`src/rtl/uart_pkg.sv`:
```
// Shared types and helpers for the oversampled UART receiver.
// FSM state encoding, minimum data width and tick-counter sizing.
package uart_pkg;

  typedef enum logic [2:0] {
    IDLE   = 3'd0,
    START  = 3'd1,
    DATA   = 3'd2,
    PARITY = 3'd3,
    STOP   = 3'd4
  } state_t;

  localparam int MIN_DATA = 5;

  function automatic int cnt_w(input int osr);
    return $clog2(osr);
  endfunction

endpackage

```
`src/rtl/uart_rx_sync.sv`:
```
// Two-flop synchroniser for the asynchronous serial line.
// Both stages reset to 1, the idle level of the line.
module uart_rx_sync (
  input  logic clk_i,
  input  logic rst_ni,
  input  logic d,
  output logic q
);

  logic meta;

  always_ff @(posedge clk_i or negedge rst_ni) begin
    if (!rst_ni) begin
      meta <= 1'b1;
      q    <= 1'b1;
    end else begin
      meta <= d;
      q    <= meta;
    end
  end

endmodule

```
`src/rtl/uart_rx_os.sv`:
```
// Oversampled UART receiver: mid-bit sampling, programmable format.
// Optional break detection is built when UART_RX_BREAK_DET_EN is defined.
module uart_rx_os
  import uart_pkg::*;
#(
  parameter int DATA_MAX = 9,
  parameter int OSR      = 16
) (
  input  logic                clk_i,
  input  logic                rst_ni,
  input  logic                tick_i,
  input  logic                en_i,
  input  logic                rx_i,
  input  logic [3:0]          data_size_i,
  input  logic                parity_en_i,
  input  logic                parity_odd_i,
  input  logic [1:0]          stop_size_i,
  output logic [DATA_MAX-1:0] data_o,
  output logic                valid_o,
  input  logic                ready_i,
  output logic                parity_err_o,
  output logic                frame_err_o,
  output logic                overrun_o,
`ifdef UART_RX_BREAK_DET_EN
  output logic                break_o,
`endif
  output logic [2:0]          state_o
);

  localparam int CW = cnt_w(OSR);
  localparam logic [CW-1:0] HALF = CW'(OSR / 2 - 1);
  localparam logic [CW-1:0] FULL = CW'(OSR - 1);
  localparam logic [3:0] DMAX = 4'(DATA_MAX);
  localparam logic [3:0] DMIN = 4'(MIN_DATA);

  logic                rxs;
  state_t              state_q, state_d;
  logic [CW-1:0]       cnt_q;
  logic [3:0]          bit_q, size_q, size_d;
  logic                par_en_q, odd_q;
  logic                stop2_q, stop_n_q;
  logic [DATA_MAX-1:0] shreg_q;
  logic                par_q, ferr_q;
  logic                start, sample;
  logic                last_data, last_stop;
  logic                push_raw, push, is_brk;
  logic                push_perr, push_ferr;

  uart_rx_sync u_sync (
    .clk_i  (clk_i),
    .rst_ni (rst_ni),
    .d      (rx_i),
    .q      (rxs)
  );

  always_comb begin
    size_d = data_size_i;
    if (data_size_i < DMIN) size_d = DMIN;
    else if (data_size_i > DMAX) size_d = DMAX;
  end

  assign start = tick_i & en_i & ~rxs
               & (state_q == IDLE);
  // START samples half a bit in; every later sample is a full bit on
  assign sample = tick_i & (state_q != IDLE)
                & (cnt_q == ((state_q == START) ? HALF : FULL));
  assign last_data = bit_q == size_q - 4'd1;
  assign last_stop = ~stop2_q | stop_n_q;

  always_comb begin
    state_d  = state_q;
    push_raw = 1'b0;
    unique case (state_q)
      IDLE:   if (start) state_d = START;
      START:  if (sample) state_d = rxs ? IDLE : DATA;
      DATA: begin
        if (sample && last_data)
          state_d = par_en_q ? PARITY : STOP;
      end
      PARITY: if (sample) state_d = STOP;
      STOP: begin
        if (sample && last_stop) begin
          state_d  = IDLE;
          push_raw = 1'b1;
        end
      end
      default: state_d = IDLE;
    endcase
  end

  always_ff @(posedge clk_i or negedge rst_ni) begin
    if (!rst_ni) state_q <= IDLE;
    else         state_q <= state_d;
  end

  always_ff @(posedge clk_i or negedge rst_ni) begin
    if (!rst_ni) begin
      cnt_q    <= '0;
      bit_q    <= '0;
      size_q   <= '0;
      par_en_q <= 1'b0;
      odd_q    <= 1'b0;
      stop2_q  <= 1'b0;
      stop_n_q <= 1'b0;
      shreg_q  <= '0;
      par_q    <= 1'b0;
      ferr_q   <= 1'b0;
    end else if (start) begin
      size_q   <= size_d;
      par_en_q <= parity_en_i;
      odd_q    <= parity_odd_i;
      stop2_q  <= stop_size_i[1];
      cnt_q    <= '0;
      bit_q    <= '0;
      stop_n_q <= 1'b0;
      shreg_q  <= '0;
      par_q    <= 1'b0;
      ferr_q   <= 1'b0;
    end else if (tick_i && state_q != IDLE) begin
      cnt_q <= sample ? '0 : cnt_q + 1'b1;
      if (sample && state_q == DATA) begin
        for (int i = 0; i < DATA_MAX; i++)
          if (bit_q == 4'(i)) shreg_q[i] <= rxs;
        bit_q <= bit_q + 4'd1;
      end
      if (sample && (state_q == DATA || state_q == PARITY))
        par_q <= par_q ^ rxs;
      if (sample && state_q == STOP) begin
        stop_n_q <= 1'b1;
        ferr_q   <= ferr_q | ~rxs;
      end
    end
  end

  assign push_perr = par_en_q & (par_q ^ odd_q);
  assign push_ferr = ferr_q | ~rxs;

`ifdef UART_RX_BREAK_DET_EN
  logic zero_q;

  // Break: every sampled bit after the start bit was low
  assign is_brk = push_raw & zero_q & ~rxs;

  always_ff @(posedge clk_i or negedge rst_ni) begin
    if (!rst_ni) begin
      zero_q  <= 1'b0;
      break_o <= 1'b0;
    end else begin
      if (start)
        zero_q <= 1'b1;
      else if (sample && state_q != START)
        zero_q <= zero_q & ~rxs;
      if (is_brk)
        break_o <= 1'b1;
      else if (tick_i && rxs)
        break_o <= 1'b0;
    end
  end
`else
  assign is_brk = 1'b0;
`endif

  assign push = push_raw & ~is_brk;

  always_ff @(posedge clk_i or negedge rst_ni) begin
    if (!rst_ni) begin
      valid_o      <= 1'b0;
      data_o       <= '0;
      parity_err_o <= 1'b0;
      frame_err_o  <= 1'b0;
      overrun_o    <= 1'b0;
    end else begin
      overrun_o <= 1'b0;
      if (push) begin
        if (!valid_o || ready_i) begin
          valid_o      <= 1'b1;
          data_o       <= shreg_q;
          parity_err_o <= push_perr;
          frame_err_o  <= push_ferr;
        end else begin
          overrun_o <= 1'b1;
        end
      end else if (valid_o && ready_i) begin
        valid_o <= 1'b0;
      end
    end
  end

  assign state_o = state_q;

endmodule

```
`config.mk`:
```
export PLATFORM = sky130hd
export DESIGN_NAME = uart_rx_os
export DESIGN_NICKNAME = d
export VERILOG_FILES = /design/src/rtl/uart_pkg.sv /design/src/rtl/uart_rx_sync.sv /design/src/rtl/uart_rx_os.sv
export SDC_FILE = /design/constraint.sdc
export NUM_CORES = 1
export LEC_CHECK = 0
export BUFFER_PORTS_ARGS = -buffer_cell sky130_fd_sc_hd__buf_2
export CORE_MARGIN = 3
export CORE_UTILIZATION = 60
export DETAILED_ROUTE_END_ITERATION = 7
export PLACE_DENSITY = 0.83
export SKIP_LAST_GASP = 1
export SLEW_MARGIN = 20
export SYNTH_ARGS = -nofsm -noshare
export SYNTH_HDL_FRONTEND = slang
export SYNTH_HIERARCHICAL = 1
export SYNTH_SLANG_ARGS = --single-unit
```
`constraint.sdc`:
```
create_clock -name clk_i -period 5.8 [get_ports clk_i]
set_clock_uncertainty 0.05 [all_clocks]
set_input_delay 1.16 -clock clk_i [delete_from_list [all_inputs] [get_ports clk_i]]
set_output_delay 1.16 -clock clk_i [all_outputs]
set_load 0.005 [all_outputs]
```
==> results.yml, run 1 <==
outcome:
  outcome: "finished clean"
critical_path:
  critPathKind: "in -> reg"
  crit_slowest_cell: "nand2b_1"
  ff2ff_path_depth: 4
  crit_chain: "buf_2 > and4_1 > nand3b_1 > nand2b_1 > mux2_1"
  reg2reg_setup_slack_ns: 3.49
  slowest_delay_ns: 0.46
  crit_fanout: 13
  worstPathBufferInverterCount: 1
  r2r-start: "state_o[1]"
  required_ns: 5.94
  arrival_ns: 2.68
  r2r-end: "data_o[4]"
  cp-end-kind: "flip-flop"
  path_delay_family: "simple AND/OR/NAND/NOR gates"
  start_kind: "primary input"
sta:
  finalCriticalPeriod_ns: 2.54
  fin_ws_ns: 3.26
  hold_viol: 0
  final_max_slew_viol_count: 0
  grt_setup_unrepaired: "no"
  max_freq_mhz: 393
  min_period_over_period: 0.439
  finalSetupTns_ns: 0
  setup_viol: 0
  slew_headroom: 0.496
  tightest_slew_ns: 0.756
floorplan:
  die-area_um2: 4490
  die_h_um: 67.0
  ios: 30
  start_util: 0.643
  core_area_um2: 3470
  row_count: 21
  die_x_um: 67.0
cts:
  hold_buffers: 0
  postCtsSetupBuffers: 0
  cts_made_buffers: 5
  cts_max_level: 2
  insertion_delay_ns: 0.31
  cts_root_buf: "clkbuf_8"
  clk_path_buf_depth: 2
  clkTransAtPathRegs_ns: 0.08
  post_cts_resized: 0
  tritoncts: "yes"
  cts_sinks: 45
yosys:
  synth_cell_types: 43
  avgSynthCellArea_um2: 10.5
  synth_top_family_by_area: "simple AND/OR/NAND/NOR gates"
  synthSimpleGateAreaFrac: 0.201
  synth_area_um2: 2230
  syn-num-nets: 232
  yosysSeqAreaShare: 0.506
  synthTopCellsByArea: "dfrtp_1 (48%), nand2_1 (5.0%), mux2_2 (4.5%)"
  synth_compound_area_frac: 0.0864
  yosysWarnings: 6
  yosysTopAreaCellShare: 0.482
  synthCells: 212
  synth_fa_ha_area_frac: 0.0337
  synthMuxAreaShare: 0.0909
  ys_seq_elements: 45
  synth_flop_cell: "dfrtp_1"
  synthArstFlopShare: 1.00
  yosys.area.top_type: "dfrtp_1"
  synth_xor_area_frac: 0.0471
  synth_edf_count: 0
hold_path:
  hp-start: "u_sync/meta"
  hold_depth: 0
  hold_class: "reg -> reg"
  hold_path_end: "u_sync/q"
placement:
  gp_congestion: 0.768
  port_buffers: 28
  dpl.hpwl_um: 2970
  pre_cts_ws_ns: 2.92
run:
  drv_cap: 0
route:
  firstDrtPassIters: 4
  avgRoutedWirePerCell_um: 14.8
  via_per_inst: 5.58
  vias: 1601
  drtIter0Drc: 67
  antenna_left: 0
  remaining_drc_errors: 0
  finalWirelength_um: 4260
cells_and_area:
  final_common_cell: "dfrtp_1"
  final_cell_mix: "dfrtp_1 (43), nand2_1 (30), buf_2 (28)"
  fill_cells: 263
  drive_above_1_share: 0.228
  area_growth_pct: 12.8
  diodes: 0
  num-nets-final: 260
global_route:
  grt_max_degree: 46
  antenna_found_initial: 0
  grt_usage: 0.220
  first_global_vias: 1598
  grt_pass1_wl_um: 7290
  grt.overflow.total: 0
pwr:
  ir_worst_vdd_v: 0.000238
  p_per_area_nw_per_um2: 390
  p_leak_uw: 0.00123
[metal layers]
layer / part of all wire / routed length [µm] / up-vias / GRT usage
met2: 0.50 / 2120 / 26 / 0.366
met5: 0 / 0 / - / 0
li1: - / - / 791 / -
met1: 0.45 / 1930 / 777 / 0.282
met4: 0.017 / 73 / 0 / 0.0810
met3: 0.032 / 138 / 7 / 0.0422
[logic make-up after synthesis]
logic type,Yosys count
AND/OR/NAND/NOR,86
flip-flops,45
AO/OA/AOI/OAI,28
multiplexers,19
buffers and inverters,16
XOR/XNOR,12
adder cells (fa/ha/maj),6
[power by group]
part / switching, µW / internal (µW) / leakage, µW
clock: 110 / 129 / 0.0000554
combinational: 139 / 138 / 0.000577
sequential: 88.0 / 376 / 0.000595
total: 337 / 643 / 0.00123
[worst max path at each step]
| stage | to | cells past startpoint | start |
|---|---|---|---|
| 2_1_floorplan | data_o[2] | 6 | tick_i |
| 3_3_place_gp | data_o[4] | 5 | tick_i |
| 3_5_place_dp | data_o[4] | 5 | tick_i |
| 4_1_cts | data_o[4] | 5 | tick_i |
| 5_1_grt | data_o[4] | 5 | tick_i |
| 6_report | data_o[4] | 5 | tick_i |
[Yosys cell counts, types with 3 or more instances]
| master | count |
|---|---|
| dfrtp_1 | 43 |
| nand2_1 | 30 |
| nor3b_1 | 5 |
| nor3_1 | 3 |
| ha_1 | 6 |
| nand3_1 | 8 |
| mux2i_1 | 9 |
| a21oi_1 | 5 |
| mux2_2 | 9 |
| nor2_1 | 16 |
| xor2_1 | 5 |
| nand2b_1 | 5 |
| o21ai_0 | 7 |
| xnor2_1 | 7 |
| inv_1 | 6 |
| clkbuf_1 | 5 |
| nand3b_1 | 7 |
[registers in the layout (all words and copies together) (netlist names)]
name / flops
parity_err_o: 1
shreg_q: 9
state_o: 3
size_q: 4
odd_q: 1
u_sync/q: 1
par_en_q: 1
stop2_q: 1
ferr_q: 1
valid_o: 1
stop_n_q: 1
overrun_o: 1
u_sync/meta: 1
bit_q: 4
cnt_q: 4
par_q: 1
data_o: 9
frame_err_o: 1
[worst reg2reg max path, delay by kind of cell, from the launching register on]
| family | cells | cell delay, ns |
|---|---|---|
| multiplexers | 1 | 0.44 |
| flip-flops | 1 | 0.57 |
| AND/OR/NAND/NOR | 3 | 1.13 |
[area by class of cell]
type                    instances  area, µm²  share of cell area
clock buffers                   6       72.6              0.0288
clock inverters                 2       38.8              0.0154
inverters                       7       26.3              0.0104
multi-input cells             151       1020               0.407
flip-flops and latches         45       1130               0.449
well taps                      46       57.6              0.0229
repair buffers                 30        168              0.0666
[per-stage QoR]
| stage | hold slack, ns | total power (µW) | cell area, µm² | cells | utilization |
|---|---|---|---|---|---|
| finish | 0.311 | 980 | 2520 | 287 | 0.725 |
| global route | 0.320 | 1050 | 2520 | 287 | 0.725 |
| CTS | 0.313 | 982 | 2500 | 286 | 0.720 |
| detailed placement | 0.301 | 744 | 2380 | 278 | 0.688 |
| global placement | 0.296 | 725 | 2380 | 278 | 0.688 |
| floorplan | 0.295 | 680 | 2230 | 212 | - |
Power figures use the tool's default switching activity.
==> run 2: changes to the inputs <==
--- a/config.mk
+++ b/config.mk
@@ -5,11 +5,12 @@
 export SDC_FILE = /design/constraint.sdc
 export NUM_CORES = 1
 export LEC_CHECK = 0
+export ABC_AREA = 1
 export BUFFER_PORTS_ARGS = -buffer_cell sky130_fd_sc_hd__buf_2
 export CORE_MARGIN = 3
-export CORE_UTILIZATION = 60
+export CORE_UTILIZATION = 57
 export DETAILED_ROUTE_END_ITERATION = 7
-export PLACE_DENSITY = 0.83
+export PLACE_DENSITY = 0.79
 export SKIP_LAST_GASP = 1
 export SLEW_MARGIN = 20
 export SYNTH_ARGS = -nofsm -noshare
==> constraint.sdc (replaced) <==
create_clock -name clk_i -period 2.6 [get_ports clk_i]
set_clock_uncertainty 0.05 [all_clocks]
set_input_delay 0.52 -clock clk_i [delete_from_list [all_inputs] [get_ports clk_i]]
set_output_delay 0.52 -clock clk_i [all_outputs]
set_load 0.005 [all_outputs]
==> run 2 against run 1 <==
Effect of this change:
- sequential share of layout area down 1.1 points
- die area up 6.7%
- critical path depth up 3
- total power rose to 2.6 times the previous value
- design area up 2.4%
- synthesized cell count up 30%
- cell count up 24%
- via count up 12%
- worst setup slack worse by 2.5 ns
- non-clock buffer count up 1
==> results.yml, run 2 <==
outcome:
  outcome: "finished clean"
yosys:
  syn-num-nets: 295
  synthCells: 275
  yosys-top-cells-count: "nand2_1 (81), dfrtp_1 (43), inv_1 (29), o21ai_0 (25)"
  synthSimpleGateAreaFrac: 0.283
  synth.most_common_cell: "nand2_1"
  yosysTopAreaCellShare: 0.473
  yosys.area.top_type: "dfrtp_1"
  synth_flop_cell: "dfrtp_1"
  synth_area_um2: 2270
  yosysWarnings: 6
  synth_xor_area_frac: 0.0154
  synth_cell_types: 30
  synth_fa_ha_area_frac: 0.0330
  synthArstFlopShare: 1.00
  synth_edf_count: 0
  yosysSeqAreaShare: 0.496
  synthTopCellsByArea: "dfrtp_1 (47%), nand2_1 (13%), o21ai_0 (5.5%)"
  synthMuxAreaShare: 0
  synth_top_family_by_area: "simple AND/OR/NAND/NOR gates"
  ys_seq_elements: 45
  synth_compound_area_frac: 0.102
  avgSynthCellArea_um2: 8.27
floorplan:
  core_area_um2: 3740
  start_util: 0.608
  ios: 30
  row_count: 22
  die_x_um: 69.2
  die-area_um2: 4780
  die_h_um: 69.2
cts:
  cts_sinks: 45
  cts_root_buf: "clkbuf_8"
  insertion_delay_ns: 0.30
  hold_buffers: 0
  cts_made_buffers: 5
  post_cts_resized: 0
  cts_max_level: 2
  clkTransAtPathRegs_ns: 0.08
  tritoncts: "yes"
  clk_path_buf_depth: 2
  postCtsSetupBuffers: 0
cells_and_area:
  final_common_cell: "nand2_1"
  diodes: 0
  final_cell_mix: "nand2_1 (81), dfrtp_1 (43), inv_1 (29)"
  area_growth_pct: 13.3
  finalNonFillerCells: 356
  top_regs: "data_o x9, shreg_q x9"
  num-nets-final: 327
  drive_above_1_share: 0.195
global_route:
  grt.overflow.total: 0
  grt_max_degree: 35
  grt_usage: 0.195
  antenna_found_initial: 0
  first_global_vias: 1715
  grt_pass1_wl_um: 7600
pwr:
  power.share.combinational: 0.365
  p_per_area_nw_per_um2: 1000
  ir_worst_vdd_v: 0.000665
  p_leak_uw: 0.00138
  p_int_uw: 1580
  swShare: 0.388
  pwr-share-seq: 0.422
  power_frac_clock: 0.213
  switching_power_uw: 1000
route:
  finalWirelength_um: 4320
  vias: 1794
  drtIter0Drc: 92
  remaining_drc_errors: 0
  via_per_inst: 5.04
  antenna_left: 0
  avgRoutedWirePerCell_um: 12.1
  firstDrtPassIters: 4
critical_path:
  cp-end-kind: "flip-flop"
  reg2reg_setup_slack_ns: 0.72
  arrival_ns: 2.01
  required_ns: 2.73
  crit_fanout: 24
  start_kind: "flip-flop"
  critPathKind: "reg -> reg"
sta:
  finalCriticalPeriod_ns: 1.88
  max_freq_mhz: 532
  min_period_over_period: 0.722
  hold_slack_ns: 0.0194
  final_max_slew_viol_count: 0
  setup_viol: 0
  finalSetupTns_ns: 0
  hold_viol: 0
  tightest_slew_ns: 0.417
  slew_headroom: 0.722
  grt_setup_unrepaired: "no"
placement:
  gp_congestion: 0.877
  dpl.hpwl_um: 3110
  port_buffers: 28
  place_inst: 348
hold_path:
  hold_class: "in -> async"
run:
  drv_cap: 0
==> run 2: changes by cell type in the layout (fill, tap and decap cells not counted), moves of 5 or more <==
cell      previous run  this run
nand3_1              8        17
o21ai_0              7        25
mux2_2               9         0
inv_1                6        29
nand2_1             30        81
mux2i_1              9         0
xnor2_1              7         1
nand3b_1             7         2
o21ai_1              0         8
nand2b_1             5         0
nand2_2              0         7
==> run 2: path summary, 6_finish.rpt <==
| kind | start | depth (start not counted) | to |
|---|---|---|---|
| min in group clk_i | rx_i | 1 | u_sync/meta |
| hold reg to reg | u_sync/meta | 0 | u_sync/q |
| setup / recovery | u_sync/q | 8 | shreg_q[8] |
| max in group asynchronous | rst_ni | 2 | u_sync/q |
| setup reg to reg | u_sync/q | 8 | shreg_q[8] |
| hold / removal | rst_ni | 1 | data_o[6] |
==> run 2: final cells by class <==
type | count | area [µm²]
Clock buffer | 6 | 82.6
Clock inverter | 2 | 37.5
Fill cell | 329 | 1170
Inverter | 32 | 120
Multi-Input combinational cell | 192 | 986
Sequential cell | 45 | 1130
Tap cell | 48 | 60.1
Timing Repair Buffer | 31 | 163
==> run 2: power by group through the flow <==
stage          sequential, µW  combinational (µW)  clock (µW)
3_3_place_gp             1090                 903           0
3_5_place_dp             1100                 932           0
6_report                 1090                 941         549
4_1_cts                  1090                 945         559
2_1_floorplan            1060                 752           0
5_1_grt                  1120                1100         581
==> run 2: critical path, stage by stage (launching register included) <==
cell,delay [ns]
dfstp_2,0.39
inv_1,0.25
nand3_1,0.20
nor2_2,0.19
inv_2,0.18
nand2_4,0.22
o21ai_0,0.13
nand2_1,0.07
o21ai_0,0.07
==> run 2: logic make-up (layout without fill, tap and decap cells) <==
logic type,after synthesis,in the layout
simple gates,138,138
flops,45,45
compound gates,44,44
buf+inv,38,71
fa+ha+maj,6,6
xor+xnor,4,4
==> run 2: layer usage <==
metal | track usage | part of all wire | vias up
met3 | 0.0478 | 0.045 | 6
met1 | 0.261 | 0.49 | 814
met5 | 0 | 0 | -
met4 | 0.0651 | 0.014 | 0
met2 | 0.310 | 0.45 | 34
li1 | - | - | 940
==> run 2: per-stage QoR <==
stage,utilization,power [µW],setup slack (ns),cell area [µm²]
after global placement,0.656,2000,0.741,2460
final,0.689,2580,0.722,2580
after global routing,0.689,2800,0.542,2580
after CTS,0.689,2590,0.716,2580
after detailed placement,0.656,2030,0.741,2460
after floorplan,-,1810,1.07,2270
